File: config.mk
export PLATFORM = sky130hd
export DESIGN_NAME = word_demux4_reg
export DESIGN_NICKNAME = d
export VERILOG_FILES = /design/src/rtl/word_demux4_reg_pkg.sv /design/src/rtl/word_demux4_reg_demux_slot.sv /design/src/rtl/word_demux4_reg.sv
export SDC_FILE = /design/constraint.sdc
export NUM_CORES = 1
export LEC_CHECK = 0
export BUFFER_PORTS_ARGS = -buffer_cell sky130_fd_sc_hd__buf_4
export CAP_MARGIN = 20
export CORE_UTILIZATION = 40
export CTS_CLUSTER_SIZE = 28
export DETAILED_ROUTE_END_ITERATION = 8
export PLACE_DENSITY = 0.79
export SLEW_MARGIN = 30
export SYNTH_ARGS = -nofsm -noshare
export SYNTH_HDL_FRONTEND = slang
export SYNTH_SLANG_ARGS = --single-unit
File: constraint.sdc
create_clock -name i_clk -period 4.67 [get_ports i_clk]
set_input_delay 1.401 -clock i_clk [delete_from_list [all_inputs] [get_ports i_clk]]
set_output_delay 1.401 -clock i_clk [all_outputs]
set_load 0.05 [all_outputs]
File: src/rtl/word_demux4_reg_pkg.sv
// Shared widths and small routing helpers for the registered word demux.
// Channel numbers are plain 2-bit values; vectors use ascending [0:N] order.
package word_demux4_reg_pkg;

    localparam int WORD_W      = 16;
    localparam int DEMUX_SEL_W = 2;
    localparam int N_CHAN      = 4;

    function automatic logic mux4(input logic [0:3] d, input logic [1:0] s);
        return d[s];
    endfunction

    function automatic logic [0:3] dec2to4(input logic [1:0] s);
        logic [0:3] r;
        r    = '0;
        r[s] = 1'b1;
        return r;
    endfunction

endpackage

File: src/rtl/word_demux4_reg_demux_slot.sv
// One-entry holding register for a single demux output channel.
// A load always wins over a drain so fill and drain can share a cycle.
import word_demux4_reg_pkg::*;

module demux_slot #(
    parameter int WIDTH = WORD_W
) (
    input  logic             i_clk,
    input  logic             i_rst,
    input  logic             i_load,
    input  logic [0:WIDTH-1] i_val,
    input  logic             i_ready,
    output logic             o_valid,
    output logic [0:WIDTH-1] o_val,
    output logic             o_free
);

    always_ff @(posedge i_clk or posedge i_rst) begin
        if (i_rst) begin
            o_valid <= 1'b0;
            o_val   <= '0;
        end else if (i_load) begin
            o_valid <= 1'b1;
            o_val   <= i_val;
        end else if (o_valid & i_ready) begin
            o_valid <= 1'b0;
        end
    end

    assign o_free = !o_valid | i_ready;

endmodule

File: src/rtl/word_demux4_reg.sv
// Registered 1-to-4 word demultiplexer with valid/ready on both sides.
// Each channel owns its own slot, so a stalled consumer only blocks its words.
import word_demux4_reg_pkg::*;

module word_demux4_reg #(
    parameter int WIDTH = WORD_W
) (
    input  logic                   i_clk,
    input  logic                   i_rst,
    input  logic                   i_valid,
    output logic                   o_ready,
    input  logic [0:DEMUX_SEL_W-1] i_sel,
    input  logic [0:WIDTH-1]       i_val,
    output logic [0:3]             o_valid,
    input  logic [0:3]             i_ready,
    output logic [0:WIDTH-1]       o_val0,
    output logic [0:WIDTH-1]       o_val1,
    output logic [0:WIDTH-1]       o_val2,
    output logic [0:WIDTH-1]       o_val3
);

    logic [1:0]       k;
    logic             acc;
    logic [0:3]       load;
    logic [0:3]       free;
    logic [0:WIDTH-1] slot_val [0:N_CHAN-1];

    assign k = {i_sel[0], i_sel[1]};

    // Ready is a pure function of the addressed slot, never of i_valid.
    assign o_ready = !i_rst & mux4(free, k);
    assign acc     = i_valid & o_ready;
    assign load    = dec2to4(k) & {4{acc}};

    for (genvar j = 0; j < N_CHAN; j++) begin : g_slot
        demux_slot #(.WIDTH(WIDTH)) u_slot (
            .i_clk   (i_clk),
            .i_rst   (i_rst),
            .i_load  (load[j]),
            .i_val   (i_val),
            .i_ready (i_ready[j]),
            .o_valid (o_valid[j]),
            .o_val   (slot_val[j]),
            .o_free  (free[j])
        );
    end

    assign o_val0 = slot_val[0];
    assign o_val1 = slot_val[1];
    assign o_val2 = slot_val[2];
    assign o_val3 = slot_val[3];

endmodule

After elaboration in Yosys (flattened, before gate mapping)
Cells that the tools add are included.
{ "totals": {"ff_bits": 68, "out_inout_bits": 69} }
{ "op_classes": {"magnitude_cmp": 2, "muxes": 13, "bitwise_logic": 12, "n_reduce_logical": 10} }
{ "ops": {"columns": ["cell", "count"], "rows": [
  ["2-to-1 mux 1 bit", 11],
  ["nonzero test 2 bit", 4],
  ["AND 1 bit", 6],
  ["logical NOT 1 bit", 5],
  ["AND 4 bit", 1],
  ["OR 1 bit", 4],
  ["greater-or-equal comparator 3 bit (second input constant)", 1],
  ["< comparator 3 x 1 -> 1 bit (second input constant)", 1],
  ["inverter 2 -> 3 bit", 1],
  ["binary-select mux 1 bit (select 2 bit)", 1],
  ["demux 1 bit (select 2 bit)", 1],
  ["logical AND 1 bit", 1]
]} }

Logic depth before layout (Yosys ltp)
{ "logic_depth": {"depth_word": 9, "mapped_depth": 6, "depth_no_buf": 3} }

By module
A second synthesis with hierarchy kept.
{ "hier_totals": {"cells_unflattened": 162, "hier_area_um2": 2830.2} }
{ "modules_own_cells": {"columns": ["module", "n_inst", "cells_per_inst", "area_per_inst_um2", "seq_area_each_um2"], "rows": [
  ["demux_slot", 4, 38, 686.9, 425.4],
  ["word_demux4_reg", 1, 10, 82.6, 0.0]
]} }

Worst setup path before layout
Ideal clock, no wire load.
{ "synth_path": {"path_type": "input port to output port", "start": "input i_rst", "end": "output o_ready", "arrival_time_ns": 4.075, "setup_slack_ns": -0.806, "path_stages": 3, "cell_sequence": "inv_1 > o311ai_0 > a21oi_1"} }
{ "synth_between": {"elab_chain_len": 2} }
{ "synth_rtl": {"columns": ["item", "line", "source"], "rows": [
  ["start, declared", "word_demux4_reg.sv:9", "input logic i_rst,"],
  ["logical NOT 1 bit (no source line)", null, null],
  ["AND 1 bit", "word_demux4_reg.sv:31", "assign o_ready = !i_rst & mux4(free, k);"],
  ["end, declared", "word_demux4_reg.sv:11", "output logic o_ready,"]
]} }
No other way between the ends.

Worst setup path after layout
{ "layout_path": {"start": "input i_ready[0] (netlist bit)", "end": "output o_ready"} }
{ "layout_between": {"elab_chain_len": 5} }
{ "layout_rtl": {"columns": ["item", "line", "source"], "rows": [
  ["start, declared", "word_demux4_reg.sv:15", "input logic [0:3] i_ready,"],
  ["OR 1 bit", "word_demux4_reg_demux_slot.sv:30", "assign o_free = !o_valid | i_ready;"],
  ["binary-select mux 1 bit (select 2 bit)", "word_demux4_reg_pkg.sv:10", "return d[s];"],
  ["2-to-1 mux 1 bit (not written as such) (2 in a row)", "word_demux4_reg_pkg.sv:10", null],
  ["AND 1 bit", "word_demux4_reg.sv:31", null]
]} }
No other way between the ends. The select of a mux whose other input is x is not followed.

==> metrics <==
Final nets=285; Max Cap Viol=0; reg2reg end=g_slot[2].u_slot.o_val[0]; post-synth top area cell=dfrtp_1; layout cell share with drive strength beyond 1=66.9%; mux cell area share after synthesis=28.2%; Post-DP Area=3440 um^2; Resized Gates After CTS=0; most frequent cells in the layout=buf_4, dfrtp_1, mux2_2; Avg Cell Area, Syn=16.5 um^2; fin crit share=80.2%; Mapped Area=2720 um^2; FF+latch count, synth=68; failing checks=DRC; EDFF count, synth=0; synth-to-layout area growth=33.0%; first-pass GRT wire length=9060 um; Least-Margin Pin Slew=0.619 ns; Leakage Power=1.76 nW; Clock Skew=0.00693 ns; vias in the first global route=1743; Die Wd=84.5 um; status=complete, but fails checks; CP endpoint kind=output port; Final Routed Wirelength=5620 um; DRC=7; CTS root buffer=clkbuf_8; gr ovfl total=0; TritonCTS buffer count=9; simple-gate share of the synthesized area=4.64%; TritonRoute pass-1 iters=9; largest family of logic cells by synthesized area=multiplexers; Worst-path clk slew=0.07 ns; Compound-Gate Fraction of Synth Area=0.873%; CORE AREA=6460 um^2; htree depth=3; r2r setup slk=2.79 ns; fmax=267 MHz; Setup CP Type=input pin to output port; gr usage total=17.1%; Final min period=3.74 ns; vias per cell=4.90; r2r worst-path depth=4; gpl congestion=0.698; synth warn=0; critical path data required time=3.27 ns; initial antenna violation count=0; VDD IR-drop max=316 uV; ys async rst share=100%; CP Max Fanout=3; worst r2r src=g_slot[2].u_slot.o_valid; # diodes=0; I/O pins=94; Worst Hold End=g_slot[3].u_slot.o_val[0]; cell area after layout=3620 um^2; via count=1667; area share of the largest cell type after synthesis=62.5%; number of rows in the core area=29; Die Span Y=84.5 um; Hold Path Depth=1; Seq/Total Area, Yosys=62.5%; # clock sinks=68; initial core utilization=42.2%; TritonCTS clock tree=yes; Yosys cell types=22; Die ar.=7140 um^2; Clock Tree Buf Depth=2; hold wc startpoint=g_slot[3].u_slot.o_val[0]; post-synthesis cell count=165; post-synthesis adder-cell area fraction=0%; worst-skew pair later-pin latency=0.33 ns; largest net degree at the start of global routing=69; Routed Antenna Nets=0; Slew Viols, Final=0; Worst Hold Class=flop to flop; fillcell total=537; CP Launch Type=input pin; ys flop type=dfrtp_1; # setup viols final=0; average wire per standard cell=16.5 um; slew margin rel.=58.6%; DP HPWL=3840 um; RSZ-0062 raised after global routing=false; PD cells=561 nW/um^2; Synth area leaders=dfrtp_1, mux2_2, mux2_4, buf_6, buf_4; PortBufs=93; worst endpoint data arrival time=2.34 ns; most common cell after layout, fill and taps aside=buf_4; Mapped Nets=190; Fin. Hold Viols=0; fraction of synthesized cell area in xor and xnor cells=0%; post-CTS setup buffers=0; # hold bufs at CTS=0; drt initial violations=54; total negative slack=0 ns
## area by class of cell
cell class              count  area [um^2]  area share [%]
flip-flops and latches     68         1700            47.0
multi-input cells          84          918            25.4
repair buffers             96          741            20.5
clock buffers              11          141            3.90
well taps                  77         96.3            2.66
clock inverters             3         15.0           0.415
inverters                   1         7.51           0.207
## cell families (layout without fill, tap and decap cells)
kind of cell	count (synthesis)	after routing
AO/OA/AOI/OAI	4	4
buffers and inverters	13	111
flip-flops	68	68
multiplexers	65	65
AND/OR/NAND/NOR	15	15
## report_power, final
group          total [W]  switching [W]  internal (W)
registers       0.000783      0.0000685      0.000715
clock network   0.000396       0.000198      0.000199
logic           0.000853       0.000571      0.000282
total            0.00203       0.000837       0.00120
## synth_stat cells (2+ instances only)
cell       n
buf_4      4
dfrtp_1   68
nand2b_1   4
buf_2      4
mux2_2    53
nand2_1    4
mux2_4    10
o21ai_0    2
buf_6      3
## state kept, by name (all words and copies together) (netlist names)
signal	count
g_slot.u_slot.o_valid	4
g_slot.u_slot.o_val	64
## stage by stage
stage / util [%] / hold WS, ns / cells / power (W) / setup slack (ns)
after floorplan: - / 0.493 / 165 / 0.00138 / 0.0331
after global placement: 53.2 / 0.479 / 325 / 0.00163 / 1.05
after detailed placement: 53.2 / 0.489 / 325 / 0.00165 / 0.910
after CTS: 55.6 / 0.505 / 339 / 0.00206 / 0.915
after global routing: 56.1 / 0.514 / 340 / 0.00212 / 0.841
final: 56.1 / 0.500 / 340 / 0.00203 / 0.927
## per-layer routing
layer  part of all wire (%)  wire length (um)  global-route usage [%]
met5                      0                 0                       0
met4                    1.3                74                    7.86
met2                     52              2910                    27.9
met3                    5.4               301                    5.21
met1                     42              2340                    20.9
## worst max-delay path, cell delays in order
cell,delay [ns]
buf_4,0.10
nand2b_1,0.18
o311ai_0,0.37
a21oi_1,0.08
buf_4,0.21
## worst max-delay path by stage
stage,startpoint,to,slack (ns),cells past startpoint
after detailed placement,i_ready[0],o_ready,0.91,5
after global routing,i_ready[0],o_ready,0.84,5
final,i_ready[0],o_ready,0.93,5
after global placement,i_ready[0],o_ready,1.05,5
after floorplan,i_rst,o_ready,0.03,3
after CTS,i_ready[0],o_ready,0.91,5
Note: power is estimated with default switching activity, not from simulation.
